$ cat src/rtl/draw_layers_if.sv
// draw_layers_if: bundles the position/colour configuration, the pixel
// stream, and the composited outputs of the layer compositor.
//   master : game logic / video timing side (drives config + pixel coords)
//   slave  : draw_layers (drives colour, pix_valid and collision report)
interface draw_layers_if #(
  parameter int NUM_OBJ = 4,
  parameter int XW      = 11,
  parameter int YW      = 10,
  parameter int SW      = 8,
  parameter int CW      = 4
);
  logic                    frame_start;
  logic [NUM_OBJ*XW-1:0]   obj_x;
  logic [NUM_OBJ*YW-1:0]   obj_y;
  logic [NUM_OBJ*SW-1:0]   obj_half;
  logic [NUM_OBJ-1:0]      obj_en;
  logic [NUM_OBJ*3*CW-1:0] obj_rgb;
  logic [3*CW-1:0]         bg_rgb;
  logic [3*CW-1:0]         border_rgb;
  logic [XW-1:0]           draw_x;
  logic [YW-1:0]           draw_y;
  logic                    draw_valid;
  logic [CW-1:0]           r;
  logic [CW-1:0]           g;
  logic [CW-1:0]           b;
  logic                    pix_valid;
  logic [NUM_OBJ-1:0]      collide_mask;
  logic                    collide_pulse;

  modport master (
    output frame_start, obj_x, obj_y, obj_half, obj_en, obj_rgb,
           bg_rgb, border_rgb, draw_x, draw_y, draw_valid,
    input  r, g, b, pix_valid, collide_mask, collide_pulse
  );

  modport slave (
    input  frame_start, obj_x, obj_y, obj_half, obj_en, obj_rgb,
           bg_rgb, border_rgb, draw_x, draw_y, draw_valid,
    output r, g, b, pix_valid, collide_mask, collide_pulse
  );
endinterface

$ cat src/rtl/draw_layers.sv
// draw_layers: two-stage pipelined pixel compositor.
// Draws a bordered playfield with NUM_OBJ square objects (index 0 has the
// highest priority) and reports, once per frame, which objects overlapped
// object 0 during the previous frame.
// Ports:
//   clk  - pixel clock
//   rst  - asynchronous reset, active high
//   bus  - draw_layers_if.slave: per-frame object config (sampled into
//          shadow registers on frame_start), pixel coordinates in,
//          r/g/b/pix_valid out (2 clk latency), collide_mask/collide_pulse.
module draw_layers #(
  parameter int NUM_OBJ = 4,
  parameter int XW      = 11,
  parameter int YW      = 10,
  parameter int SW      = 8,
  parameter int CW      = 4,
  parameter int X_MIN   = 11,
  parameter int X_MAX   = 1428,
  parameter int Y_MIN   = 11,
  parameter int Y_MAX   = 888
) (
  input logic         clk,
  input logic         rst,
  draw_layers_if.slave bus
);
  localparam int RGBW = 3 * CW;

  localparam logic [XW-1:0] X_MIN_V = X_MIN[XW-1:0];
  localparam logic [XW-1:0] X_MAX_V = X_MAX[XW-1:0];
  localparam logic [YW-1:0] Y_MIN_V = Y_MIN[YW-1:0];
  localparam logic [YW-1:0] Y_MAX_V = Y_MAX[YW-1:0];

  // shadow (per-frame) copies of the object configuration
  logic [NUM_OBJ*XW-1:0]   sh_x_q,   sh_x_d;
  logic [NUM_OBJ*YW-1:0]   sh_y_q,   sh_y_d;
  logic [NUM_OBJ*SW-1:0]   sh_h_q,   sh_h_d;
  logic [NUM_OBJ-1:0]      sh_en_q,  sh_en_d;
  logic [NUM_OBJ*RGBW-1:0] sh_rgb_q, sh_rgb_d;

  // stage 1
  logic [NUM_OBJ-1:0] hit_q, hit_d;
  logic               border_q, border_d;
  logic               valid1_q, valid1_d;

  // stage 2 / collision bookkeeping
  logic [RGBW-1:0]    rgb_q, rgb_d;
  logic               pix_valid_q, pix_valid_d;
  logic [NUM_OBJ-1:0] acc_q, acc_d;
  logic [NUM_OBJ-1:0] mask_q, mask_d;
  logic               pulse_q, pulse_d;

  // compare temporaries
  logic [XW:0] ox_w, ohx_w, dx_w;
  logic [YW:0] oy_w, ohy_w, dy_w;
  logic        x_ok, y_ok;
  logic [RGBW-1:0]    col;
  logic [NUM_OBJ-1:0] contrib;
  logic [NUM_OBJ-1:0] publish;

  // Shadow load; the _d values double as the bypass so a pixel presented in
  // the frame_start cycle is compared against the freshly loaded geometry.
  always_comb begin
    sh_x_d   = sh_x_q;
    sh_y_d   = sh_y_q;
    sh_h_d   = sh_h_q;
    sh_en_d  = sh_en_q;
    sh_rgb_d = sh_rgb_q;
    if (bus.frame_start) begin
      sh_x_d   = bus.obj_x;
      sh_y_d   = bus.obj_y;
      sh_h_d   = bus.obj_half;
      sh_en_d  = bus.obj_en;
      sh_rgb_d = bus.obj_rgb;
    end
  end

  // Stage 1: per-object strict-inequality box test at width+1 bits.
  always_comb begin
    hit_d = '0;
    ox_w  = '0;
    ohx_w = '0;
    oy_w  = '0;
    ohy_w = '0;
    x_ok  = 1'b0;
    y_ok  = 1'b0;
    dx_w  = {1'b0, bus.draw_x};
    dy_w  = {1'b0, bus.draw_y};
    for (int i = 0; i < NUM_OBJ; i++) begin
      ox_w  = {1'b0, sh_x_d[i*XW +: XW]};
      oy_w  = {1'b0, sh_y_d[i*YW +: YW]};
      ohx_w = {{(XW+1-SW){1'b0}}, sh_h_d[i*SW +: SW]};
      ohy_w = {{(YW+1-SW){1'b0}}, sh_h_d[i*SW +: SW]};
      // lower bound clamps below 0: any coordinate satisfies it when h > centre
      x_ok = ((ohx_w > ox_w) || ((ox_w - ohx_w) < dx_w)) && ((ox_w + ohx_w) > dx_w);
      y_ok = ((ohy_w > oy_w) || ((oy_w - ohy_w) < dy_w)) && ((oy_w + ohy_w) > dy_w);
      hit_d[i] = sh_en_d[i] && x_ok && y_ok;
    end
    border_d = (bus.draw_x < X_MIN_V) || (bus.draw_x > X_MAX_V) ||
               (bus.draw_y < Y_MIN_V) || (bus.draw_y > Y_MAX_V);
    valid1_d = bus.draw_valid;
  end

  // Stage 2: priority mux and overlap accumulation. Colours come from the
  // registered shadow so a pixel still in flight at frame_start keeps the
  // colour of the frame it was computed in.
  always_comb begin
    col = border_q ? bus.border_rgb : bus.bg_rgb;
    for (int i = NUM_OBJ - 1; i >= 0; i--) begin
      if (hit_q[i]) col = sh_rgb_q[i*RGBW +: RGBW];
    end
    rgb_d       = valid1_q ? col : '0;
    pix_valid_d = valid1_q;

    contrib = '0;
    for (int i = 1; i < NUM_OBJ; i++) begin
      contrib[i] = valid1_q && hit_q[0] && hit_q[i];
    end
    publish = acc_q | contrib;

    acc_d   = publish;
    mask_d  = mask_q;
    pulse_d = 1'b0;
    if (bus.frame_start) begin
      acc_d   = '0;
      mask_d  = publish;
      pulse_d = |publish;
    end
  end

  always_ff @(posedge clk or posedge rst) begin
    if (rst) begin
      sh_x_q      <= '0;
      sh_y_q      <= '0;
      sh_h_q      <= '0;
      sh_en_q     <= '0;
      sh_rgb_q    <= '0;
      hit_q       <= '0;
      border_q    <= 1'b0;
      valid1_q    <= 1'b0;
      rgb_q       <= '0;
      pix_valid_q <= 1'b0;
      acc_q       <= '0;
      mask_q      <= '0;
      pulse_q     <= 1'b0;
    end else begin
      sh_x_q      <= sh_x_d;
      sh_y_q      <= sh_y_d;
      sh_h_q      <= sh_h_d;
      sh_en_q     <= sh_en_d;
      sh_rgb_q    <= sh_rgb_d;
      hit_q       <= hit_d;
      border_q    <= border_d;
      valid1_q    <= valid1_d;
      rgb_q       <= rgb_d;
      pix_valid_q <= pix_valid_d;
      acc_q       <= acc_d;
      mask_q      <= mask_d;
      pulse_q     <= pulse_d;
    end
  end

  assign bus.r             = rgb_q[2*CW +: CW];
  assign bus.g             = rgb_q[CW +: CW];
  assign bus.b             = rgb_q[0 +: CW];
  assign bus.pix_valid     = pix_valid_q;
  assign bus.collide_mask  = mask_q;
  assign bus.collide_pulse = pulse_q;
endmodule

$ cat src/flat_wrapper.sv
// flat-port wrapper written by rule: the top's interface ports become plain ports
module draw_layers_flat 
#(
  parameter int NUM_OBJ = 4,
  parameter int XW      = 11,
  parameter int YW      = 10,
  parameter int SW      = 8,
  parameter int CW      = 4,
  parameter int X_MIN   = 11,
  parameter int X_MAX   = 1428,
  parameter int Y_MIN   = 11,
  parameter int Y_MAX   = 888
)
  (clk, rst, bus_frame_start, bus_obj_x, bus_obj_y, bus_obj_half, bus_obj_en, bus_obj_rgb, bus_bg_rgb, bus_border_rgb, bus_draw_x, bus_draw_y, bus_draw_valid, bus_r, bus_g, bus_b, bus_pix_valid, bus_collide_mask, bus_collide_pulse);
  draw_layers_if #(.NUM_OBJ(NUM_OBJ), .XW(XW), .YW(YW), .SW(SW), .CW(CW)) bus_i ();
  input logic clk;
  input logic rst;
  input wire logic [$bits(bus_i.frame_start)-1:0] bus_frame_start;
  input wire logic [$bits(bus_i.obj_x)-1:0] bus_obj_x;
  input wire logic [$bits(bus_i.obj_y)-1:0] bus_obj_y;
  input wire logic [$bits(bus_i.obj_half)-1:0] bus_obj_half;
  input wire logic [$bits(bus_i.obj_en)-1:0] bus_obj_en;
  input wire logic [$bits(bus_i.obj_rgb)-1:0] bus_obj_rgb;
  input wire logic [$bits(bus_i.bg_rgb)-1:0] bus_bg_rgb;
  input wire logic [$bits(bus_i.border_rgb)-1:0] bus_border_rgb;
  input wire logic [$bits(bus_i.draw_x)-1:0] bus_draw_x;
  input wire logic [$bits(bus_i.draw_y)-1:0] bus_draw_y;
  input wire logic [$bits(bus_i.draw_valid)-1:0] bus_draw_valid;
  output wire logic [$bits(bus_i.r)-1:0] bus_r;
  output wire logic [$bits(bus_i.g)-1:0] bus_g;
  output wire logic [$bits(bus_i.b)-1:0] bus_b;
  output wire logic [$bits(bus_i.pix_valid)-1:0] bus_pix_valid;
  output wire logic [$bits(bus_i.collide_mask)-1:0] bus_collide_mask;
  output wire logic [$bits(bus_i.collide_pulse)-1:0] bus_collide_pulse;
  assign bus_i.frame_start = bus_frame_start;
  assign bus_i.obj_x = bus_obj_x;
  assign bus_i.obj_y = bus_obj_y;
  assign bus_i.obj_half = bus_obj_half;
  assign bus_i.obj_en = bus_obj_en;
  assign bus_i.obj_rgb = bus_obj_rgb;
  assign bus_i.bg_rgb = bus_bg_rgb;
  assign bus_i.border_rgb = bus_border_rgb;
  assign bus_i.draw_x = bus_draw_x;
  assign bus_i.draw_y = bus_draw_y;
  assign bus_i.draw_valid = bus_draw_valid;
  assign bus_r = bus_i.r;
  assign bus_g = bus_i.g;
  assign bus_b = bus_i.b;
  assign bus_pix_valid = bus_i.pix_valid;
  assign bus_collide_mask = bus_i.collide_mask;
  assign bus_collide_pulse = bus_i.collide_pulse;
  draw_layers #(.NUM_OBJ(NUM_OBJ), .XW(XW), .YW(YW), .SW(SW), .CW(CW), .X_MIN(X_MIN), .X_MAX(X_MAX), .Y_MIN(Y_MIN), .Y_MAX(Y_MAX)) u_core (.clk(clk), .rst(rst), .bus(bus_i));
endmodule
$ cat config.mk
export PLATFORM = sky130hd
export DESIGN_NAME = draw_layers_flat
export DESIGN_NICKNAME = d
export VERILOG_FILES = /design/src/rtl/draw_layers_if.sv /design/src/rtl/draw_layers.sv /design/src/flat_wrapper.sv
export SDC_FILE = /design/constraint.sdc
export NUM_CORES = 1
export LEC_CHECK = 0
export CORE_UTILIZATION = 51
export CTS_CLUSTER_DIAMETER = 40
export DETAILED_ROUTE_END_ITERATION = 12
export PLACE_DENSITY = 0.9
export SLEW_MARGIN = 20
export SYNTH_ARGS = -nofsm -noshare
export SYNTH_HDL_FRONTEND = slang
export SYNTH_SLANG_ARGS = --single-unit
export TNS_END_PERCENT = 30
$ cat constraint.sdc
create_clock -name clk -period 7.65 [get_ports clk]
set_input_delay 2.295 -clock clk [delete_from_list [all_inputs] [get_ports clk]]
set_output_delay 2.295 -clock clk [all_outputs]
set_load 0.05 [all_outputs]
After elaboration in Yosys (flattened, before gate mapping). Index checks and enable logic that the tools add are counted.

Bits in registers: 196. Bits of input ports: 217. Bits in latches: 0. Memories: 0. Output and inout bits: 18. Memory bits (read-only): 0. Bits in writable memories: 0. Word-level logic and storage cells: 102.

Shift operators: 0. Eq/ne operators: 0. Reductions and logical operators: 32. Add/sub/neg operators: 16. Magnitude comparators: 28. Multipliers: 0. Bitwise logic cells: 1. Divide/modulo/power cells: 0. Multiplexer cells: 12.

Operators by type and width (count): 12-bit 2-to-1 mux (6); 11-bit by 8-bit adder with 12-bit output (4); 12-bit by 11-bit greater-than comparator with 1-bit output (4); 12-bit by 11-bit less-than comparator with 1-bit output (4); 11-bit by 8-bit subtractor with 12-bit output (4); 10-bit by 8-bit adder with 11-bit output (4); 11-bit by 10-bit greater-than comparator with 1-bit output (4); 8-bit by 11-bit greater-than comparator with 1-bit output (4); 11-bit by 10-bit less-than comparator with 1-bit output (4); 44-bit 2-to-1 mux (1); 10-bit by 8-bit subtractor with 11-bit output (4); 8-bit by 10-bit greater-than comparator with 1-bit output (4); 40-bit 2-to-1 mux (1); 32-bit 2-to-1 mux (1); 1-bit logical AND (20); 11-bit greater-than comparator (second input constant) (1); 1-bit logical OR (11); 11-bit by 4-bit less-than comparator with 1-bit output (second input constant) (1); 10-bit greater-than comparator (second input constant) (1); 10-bit by 4-bit less-than comparator with 1-bit output (second input constant) (1); 4-bit 2-to-1 mux (2); 4-bit bitwise OR (1); 4-bit OR reduction (1); 1-bit 2-to-1 mux (1).

Depth between registers and ports, before layout. Gate-level depths: netlist of the first run.

Word-level depth: 7. Gate-level depth with buffers: 22. Mapped depth without buffers: 18.

Worst setup path after synthesis of the first run. OpenSTA, ideal clock, no wires.

Path kind: input-to-reg. From: input port bus_frame_start. To: register u_core.hit_q[2]. Stages: 19. Slack: 1096 ps. Arrival: 6422 ps. Buffers on the path: 4. Library setup time: 131 ps. Cell sequence: buf_6 -> buf_4 -> buf_2 -> buf_2 -> mux2i_1 -> inv_1 -> fa_1 -> nor2b_1 -> o21ai_1 -> a21oi_1 -> or4_1 -> nor2b_1 -> xor2_1 -> ha_1 -> a21o_1 -> a2111oi_0 -> a211oi_1 -> o211ai_1 -> nor4_2.

Cells in the longest elaborated chain, start to end: 7.

RTL lines: from (decl) (RTL line flat_wrapper.sv:18) `input wire logic [$bits(bus_i.frame_start)-1:0] bus_frame_start;`; 32-bit 2-to-1 mux * (RTL line draw_layers.sv:68) `if (bus.frame_start) begin`; net u_core.sh_h_d[17] (RTL line draw_layers.sv:36) `logic [NUM_OBJ*SW-1:0] sh_h_q, sh_h_d;`; 11-bit by 8-bit subtractor with 12-bit output (RTL line draw_layers.sv:94) `x_ok = ((ohx_w > ox_w) || ((ox_w - ohx_w) < dx_w)) && ((ox_w + ohx_w) > dx_w);`; 12-bit by 11-bit less-than comparator with 1-bit output (RTL line draw_layers.sv:94); 1-bit logical OR (RTL line draw_layers.sv:94); 1-bit logical AND (RTL line draw_layers.sv:94); 1-bit logical AND (RTL line draw_layers.sv:96) `hit_d[i] = sh_en_d[i] && x_ok && y_ok;`; 1-bit logical AND * (RTL line draw_layers.sv:96); net u_core.hit_d[2] (RTL line draw_layers.sv:41) `logic [NUM_OBJ-1:0] hit_q, hit_d;`; to (signal assigned) (RTL line draw_layers.sv:151) `hit_q <= hit_d;`; to (decl) (RTL line draw_layers.sv:41).

The timed path passes the listed nets; every way through them passes the cells marked *. A chain may end at the register's enable or synchronous reset.

Worst setup path in the final report of the first run.
From: input port bus_frame_start. To: register u_core.hit_q[0].

Cells in the longest elaborated chain, start to end: 7.

RTL lines: 44-bit 2-to-1 mux * (RTL line draw_layers.sv:68); net u_core.sh_x_d[1] (RTL line draw_layers.sv:34) `logic [NUM_OBJ*XW-1:0] sh_x_q, sh_x_d;`; 11-bit by 8-bit subtractor with 12-bit output (RTL line draw_layers.sv:94); 12-bit by 11-bit less-than comparator with 1-bit output (RTL line draw_layers.sv:94); 1-bit logical OR (RTL line draw_layers.sv:94); 1-bit logical AND * (RTL line draw_layers.sv:94); 1-bit logical AND * (2 in a row) (RTL line draw_layers.sv:96); net u_core.hit_d[0] (RTL line draw_layers.sv:41).

Marked as above.

==> results of run 1 <==
==> worst max-delay path, stage by stage <==
cell and delay [ps]:
clkbuf_8 490, buf_4 510, mux2i_1 340, inv_1 150
ha_1 300, nor2b_1 140, o31a_1 260, or3_1 330
a21oi_1 200, o21bai_1 150, a211oi_2 270, xnor2_1 150
ha_1 270, a21oi_1 130, o21ai_0 100, a211oi_1 300
a21oi_1 150, nor4b_2 250
==> final timing paths <==
kind | from | end | slack [ps] | cells after the start
max | bus_frame_start | u_core.hit_q[0] | 1200 | 18
min | u_core.acc_q[1] | u_core.acc_q[1] | 510 | 2
max reg2reg | u_core.sh_h_q[25] | u_core.hit_q[3] | 3390 | 16
min reg2reg | u_core.acc_q[1] | u_core.acc_q[1] | 510 | 2
max in group asynchronous | rst | u_core.sh_y_q[13] | 3950 | 3
min in group asynchronous | rst | u_core.rgb_q[8] | 2360 | 2
==> kinds of logic after synthesis <==
group	Yosys count	share of synthesized area, %
AOI/OAI and AO/OA	410	14.9
and+or+nand+nor	390	11.1
adders and majority gates	304	22.9
buffers and inverters	197	4.66
DFF	194	28.3
muxes	192	12.2
xor gates and xnor gates	117	5.97
other	1	0.0219
==> cells in the mapped netlist, types with 4 or more instances <==
library cell  instances  area share (%)
o21bai_1             18            0.79
fa_1                 16             1.9
nor2b_1              38             1.4
o211ai_1             11            0.48
nor4_1               14            0.51
o31ai_1               7            0.31
o41ai_1               4            0.20
buf_2                20            0.58
inv_1               142             3.1
clkbuf_1             26            0.57
mux2_2              111             7.3
o21ai_1               4            0.12
o22ai_1               6            0.22
a211o_1               4            0.20
and2_1               16            0.58
ha_1                288              21
a211oi_1             18            0.79
a21o_1               19            0.83
mux2i_1              76             4.4
nor2_1              137             3.0
xnor2_1              95             4.8
and3_1                4            0.15
nand3_1              17            0.50
a21boi_0              5            0.22
o31a_1                6            0.31
dfrtp_1             194              28
o21ai_0             102             3.0
nand2b_1             28             1.0
xor2_1               22             1.1
o2111ai_1             6            0.31
nand4_1              16            0.58
a21oi_1             126             3.7
nor3_1               29            0.85
or4_1                 6            0.26
nand2_1              72             1.6
a31oi_1              14            0.51
o21a_1               22            0.96
a2111oi_0             8            0.41
==> where the power goes <==
part	switching, W	internal [W]
clock network	0.000408	0.000510
registers	0.0000583	0.00113
logic	0.00117	0.000958
total	0.00163	0.00260
==> sequential cells by signal, indices dropped and copies added, names as in the netlist <==
signal,cells
u_core.pix_valid_d,1
u_core.bus.collide_mask,3
u_core.sh_en_q,4
u_core.acc_q,3
u_core.sh_x_q,44
u_core.sh_h_q,32
u_core.hit_q,4
u_core.sh_rgb_q,48
u_core.sh_y_q,40
u_core.bus.collide_pulse,1
u_core.border_q,1
u_core.bus.pix_valid,1
u_core.rgb_q,12
==> routing by layer <==
metal | vias up | routed length (um) | GRT usage (%)
met4 | 2 | 2010 | 14.4
met3 | 139 | 3580 | 4.66
met1 | 6824 | 19300 | 34.4
met2 | 612 | 21900 | 46.4
li1 | 6814 | - | -
met5 | - | 13 | 0
==> layout make-up <==
cell class                      count  area (sq um)  share of cell area (%)
Antenna cell                        1          2.50                  0.0122
Clock buffer                       21           470                    2.30
Clock inverter                     11           129                   0.631
Inverter                          142           541                    2.65
Multi-Input combinational cell   1414         11500                    56.3
Sequential cell                   194          4850                    23.8
Tap cell                          442           553                    2.71
Timing Repair Buffer              239          2380                    11.7
==> per-stage QoR <==
step / worst slack [ps] / hold WS (ps) / cell area [sq um] / std cells / utilization (%)
floorplan: 71.1 / 452 / 17200 / 1805 / -
global placement: 944 / 479 / 19800 / 2431 / 60.5
detailed placement: 814 / 488 / 19800 / 2431 / 60.5
CTS: 1270 / 504 / 20400 / 2463 / 62.3
global route: 815 / 516 / 20400 / 2463 / 62.3
finish: 1200 / 506 / 20400 / 2464 / 62.3
==> impl_metrics.py, run 1 <==
metrics = {
    "status": {
        "status": "finished, final reports clean",
    },
    "synthesis": {
        "synth-seq-cells": 194,
        "ys_async_sr_fraction_pct": 100,
        "yosysSeqAreaShare_pct": 28.3,
        "synth.distinct_cells": 71,
        "post_synth_instance_area_sq_um": 17200,
        "syn_nets": 2326,
        "syn-instance-count": 1805,
        "syn_avg_cell_area_sq_um": 9.50,
        "synth_edf_count": 0,
        "ys.flop_type": "dfrtp_1",
        "synth_warnings": 0,
    },
    "clocking": {
        "cts.sinks": 194,
        "clk_latency_ps": 450,
        "hold_buffers": 0,
        "cts_tree": "done",
        "ctsResizeCount": 0,
        "clockRootBuffer": "clkbuf_16",
        "cts_setup_buffers": 0,
        "htree_levels": 4,
        "cts.path.max_buffers": 2,
        "cts.clk_slew.worst_paths_ps": 70,
        "cts_made_buffers": 17,
    },
    "timing": {
        "post-route-period-util_pct": 84.3,
        "max_slew_margin_pct": 38.0,
        "clock-skew-final_ps": 9.55,
        "max_freq_mhz": 155,
        "worstMarginPinSlew_ps": 930,
        "slew_viol_final": 0,
        "setup_viol": 0,
        "hold_viol": 0,
        "period_minus_slack_ps": 6450,
        "tns_ps": 0,
        "rsz0062_at_grt": "false",
    },
    "detailed_routing": {
        "dr.pass1.iters": 5,
        "wire_per_inst_um": 19.0,
        "vias": 14400,
        "postRouteAntennaNets": 0,
        "viasPerCell": 5.84,
        "drtIter0Drc": 962,
        "finalWirelength_um": 46800,
        "drcViolationCount": 0,
    },
    "placement": {
        "io_buffer_count": 233,
        "routabilityCongestion": 0.947,
        "detailed_place_hpwl_um": 36200,
    },
    "cells_and_area": {
        "layout-drive-gt1-share_pct": 8.26,
        "area.growth.synth_to_final_pct": 19.1,
        "fill_cells": 2677,
        "final_common_cell": "ha_1",
        "final_net_count": 2529,
        "final_cell_mix": "288 x ha_1, 232 x clkdlybuf4s50_1, 194 x dfrtp_1",
    },
    "power_and_ir_drop": {
        "power_w": 0.00423,
        "p_leak_nw": 9.21,
        "ir_worst_vdd_mv": 0.178,
        "powerDensity_nw_per_um2": 207,
    },
    "global_routing": {
        "grt_max_degree": 91,
        "grt.total_usage_pct": 27.8,
        "antenna_found_initial": 2,
        "first_global_vias": 14800,
        "grt_overflow": 0,
        "grt_pass1_wl_um": 74100,
    },
    "floorplanning": {
        "die_width_um": 185,
        "die-area_sq_um": 34400,
        "coreArea_sq_um": 32800,
        "die_h_um": 185,
        "initial_core_util_pct": 52.3,
        "ioPinCount": 235,
        "core.rowCount": 66,
    },
    "worst_setup_path": {
        "crit_type": "in -> reg",
        "worstSetupStartpointType": "input port",
        "crit_required_ps": 8010,
        "crit_arrival_ps": 6810,
        "cp_max_fo": 64,
        "worst_setup_path_end_kind": "flip-flop",
    },
    "worst_hold_path": {
        "worstHoldPathType": "reg -> reg",
    },
    "flow_run": {
        "maxCapViolations": 0,
    },
}
(Power assumes the default switching activity.)
==> run 2: changes to the inputs <==
--- a/config.mk
+++ b/config.mk
@@ -5,10 +5,10 @@
 export SDC_FILE = /design/constraint.sdc
 export NUM_CORES = 1
 export LEC_CHECK = 0
-export CORE_UTILIZATION = 51
+export CORE_UTILIZATION = 57
 export CTS_CLUSTER_DIAMETER = 40
 export DETAILED_ROUTE_END_ITERATION = 12
-export PLACE_DENSITY = 0.9
+export PLACE_DENSITY = 0.95
 export SLEW_MARGIN = 20
 export SYNTH_ARGS = -nofsm -noshare
 export SYNTH_HDL_FRONTEND = slang
==> constraint.sdc (replaced) <==
create_clock -name clk -period 5.95 [get_ports clk]
set_input_delay 1.785 -clock clk [delete_from_list [all_inputs] [get_ports clk]]
set_output_delay 1.785 -clock clk [all_outputs]
set_load 0.05 [all_outputs]
==> run 2 against run 1 <==
Net effect:
- die area decreased by 10%
- combinational power is 33% higher
- critical path type unchanged
- critical endpoint is now u_core.hit_q[1]
- clock skew rose by 2.1 ps
- final cell count down 1.5%
==> impl_metrics.py, run 2 (synthesized netlist as in run 1, its figures left out) <==
metrics = {
    "status": {
        "status": "finished, final reports clean",
    },
    "power_and_ir_drop": {
        "p_leak_nw": 9.31,
        "power.switching_w": 0.00225,
        "swShare_pct": 40.7,
        "combPwrFrac_pct": 50.8,
        "ir_worst_vdd_mv": 0.221,
        "p_seq_share_pct": 27.6,
        "powerDensity_nw_per_um2": 269,
        "power.internal_w": 0.00328,
        "power.share.clock_pct": 21.7,
    },
    "clocking": {
        "cts.path.max_buffers": 2,
        "cts.clk_slew.worst_paths_ps": 80,
        "hold_buffers": 0,
        "cts_made_buffers": 17,
        "cts.sinks": 194,
        "htree_levels": 4,
        "ctsResizeCount": 0,
        "clk_latency_ps": 460,
        "clockRootBuffer": "clkbuf_16",
        "cts_setup_buffers": 0,
        "cts_tree": "done",
    },
    "cells_and_area": {
        "largest_reg_flops": 48,
        "layout-drive-gt1-share_pct": 9.08,
        "area.growth.synth_to_final_pct": 19.7,
        "final_cell_mix": "288 x ha_1, 232 x clkdlybuf4s50_1, 194 x dfrtp_1",
        "top_regs": "u_core.sh_rgb_q x48, u_core.sh_x_q x44, u_core.sh_y_q x40",
        "final_cell_area_sq_um": 20500,
        "diodes": 0,
        "final_common_cell": "ha_1",
        "regMostFlops": "u_core.sh_rgb_q",
        "fin_cells": 2428,
        "final_net_count": 2546,
    },
    "global_routing": {
        "grt.total_usage_pct": 31.8,
        "grt_pass1_wl_um": 77100,
        "grt_overflow": 0,
        "grt_max_degree": 70,
        "first_global_vias": 15600,
        "antenna_found_initial": 0,
    },
    "detailed_routing": {
        "viasPerCell": 6.07,
        "wire_per_inst_um": 19.7,
        "vias": 14700,
        "finalWirelength_um": 47900,
        "dr.pass1.iters": 5,
        "drtIter0Drc": 1266,
        "drcViolationCount": 0,
        "postRouteAntennaNets": 0,
    },
    "timing": {
        "post-route-period-util_pct": 94.8,
        "rsz0062_at_grt": "false",
        "period_minus_slack_ps": 5640,
        "worstMarginPinSlew_ps": 888,
        "fin_hold_ws_ps": 512,
        "clock-skew-final_ps": 11.7,
        "slew_viol_final": 0,
        "max_freq_mhz": 177,
        "max_slew_margin_pct": 40.8,
        "setup_viol": 0,
        "hold_viol": 0,
    },
    "worst_setup_path": {
        "reg2reg_from": "u_core.sh_h_q[16]",
        "worstSetupStartpointType": "input port",
        "crit_type": "in -> reg",
        "reg2regPathDepth": 15,
        "rr_endpoint": "u_core.hit_q[2]",
        "crit_arrival_ps": 6000,
        "worst_setup_path_end_kind": "flip-flop",
        "cp_max_fo": 28,
        "crit_required_ps": 6310,
        "ff2ff_setup_slack_ps": 1820,
    },
    "floorplanning": {
        "coreArea_sq_um": 29600,
        "initial_core_util_pct": 57.9,
        "die_h_um": 175,
        "ioPinCount": 235,
        "core.rowCount": 63,
        "die_width_um": 175,
        "die-area_sq_um": 30800,
    },
    "worst_hold_path": {
        "holdCritStartpoint": "u_core.sh_rgb_q[9]",
        "holdPathEnd": "u_core.sh_rgb_q[9]",
        "worstHoldPathType": "reg -> reg",
        "whs_path_depth": 1,
    },
    "placement": {
        "dpl-instance-area_sq_um": 19900,
        "io_buffer_count": 233,
        "routabilityCongestion": 0.968,
        "detailed_place_hpwl_um": 36700,
        "dp_cells": 2396,
    },
    "flow_run": {
        "maxCapViolations": 0,
    },
}
run 2: through the flow:
| stage | utilization, % | setup TNS [ps] | total power [W] | setup WS, ps |
|---|---|---|---|---|
| after floorplan | - | -159 | 0.00351 | -93.8 |
| after global placement | 67.2 | 0 | 0.00410 | 120 |
| after detailed placement | 67.2 | -88.1 | 0.00426 | -86.0 |
| after CTS | 69.3 | 0 | 0.00549 | 363 |
| after global routing | 69.3 | 0 | 0.00592 | 71.9 |
| final | 69.3 | 0 | 0.00553 | 309 |
run 2: how the worst max path moves through the flow:
stage | cells after the start | slack [ps] | startpoint | end
5_1_grt | 20 | 70 | bus_frame_start | u_core.hit_q[1]
4_1_cts | 20 | 360 | bus_frame_start | u_core.hit_q[1]
3_3_place_gp | 16 | 120 | bus_frame_start | u_core.hit_q[2]
6_report | 20 | 310 | bus_frame_start | u_core.hit_q[1]
3_5_place_dp | 20 | -90 | bus_frame_start | u_core.hit_q[1]
2_1_floorplan | 19 | -90 | bus_frame_start | u_core.hit_q[2]
run 2: power groups by stage:
stage | clock network [W] | registers, W | logic [W]
finish | 0.00120 | 0.00153 | 0.00281
global route | 0.00127 | 0.00154 | 0.00310
CTS | 0.00121 | 0.00152 | 0.00275
detailed placement | 0 | 0.00155 | 0.00271
global placement | 0 | 0.00154 | 0.00256
floorplan | 0 | 0.00158 | 0.00193
run 2: metal layers:
layer / vias to the layer above / part of all wire [%] / GRT usage [%]
li1: 6844 / - / -
met1: 6992 / 40 / 38.0
met2: 742 / 47 / 53.5
met3: 170 / 7.8 / 5.89
met4: 0 / 5.6 / 19.1
met5: - / 0 / 0
run 2: area by class of cell:
| type | instances | area, sq um |
|---|---|---|
| well taps | 390 | 488 |
| clock inverters | 14 | 175 |
| multi-input cells | 1414 | 11500 |
| fillers | 2136 | 9100 |
| inverters | 142 | 537 |
| clock buffers | 18 | 429 |
| flip-flops and latches | 194 | 4850 |
| repair buffers | 256 | 2550 |
run 2: critical path, cell delays in order:
cell	delay (ps)
clkbuf_8	320
buf_4	230
buf_4	220
mux2i_1	270
ha_1	220
inv_1	60
fa_1	420
a211oi_1	250
nor2_1	130
o31a_1	300
o21a_1	200
nor2_1	130
xnor2_1	140
ha_1	260
and4_1	220
a21oi_1	160
nand2_1	70
a31oi_1	180
a22oi_1	120
nor4_2	300
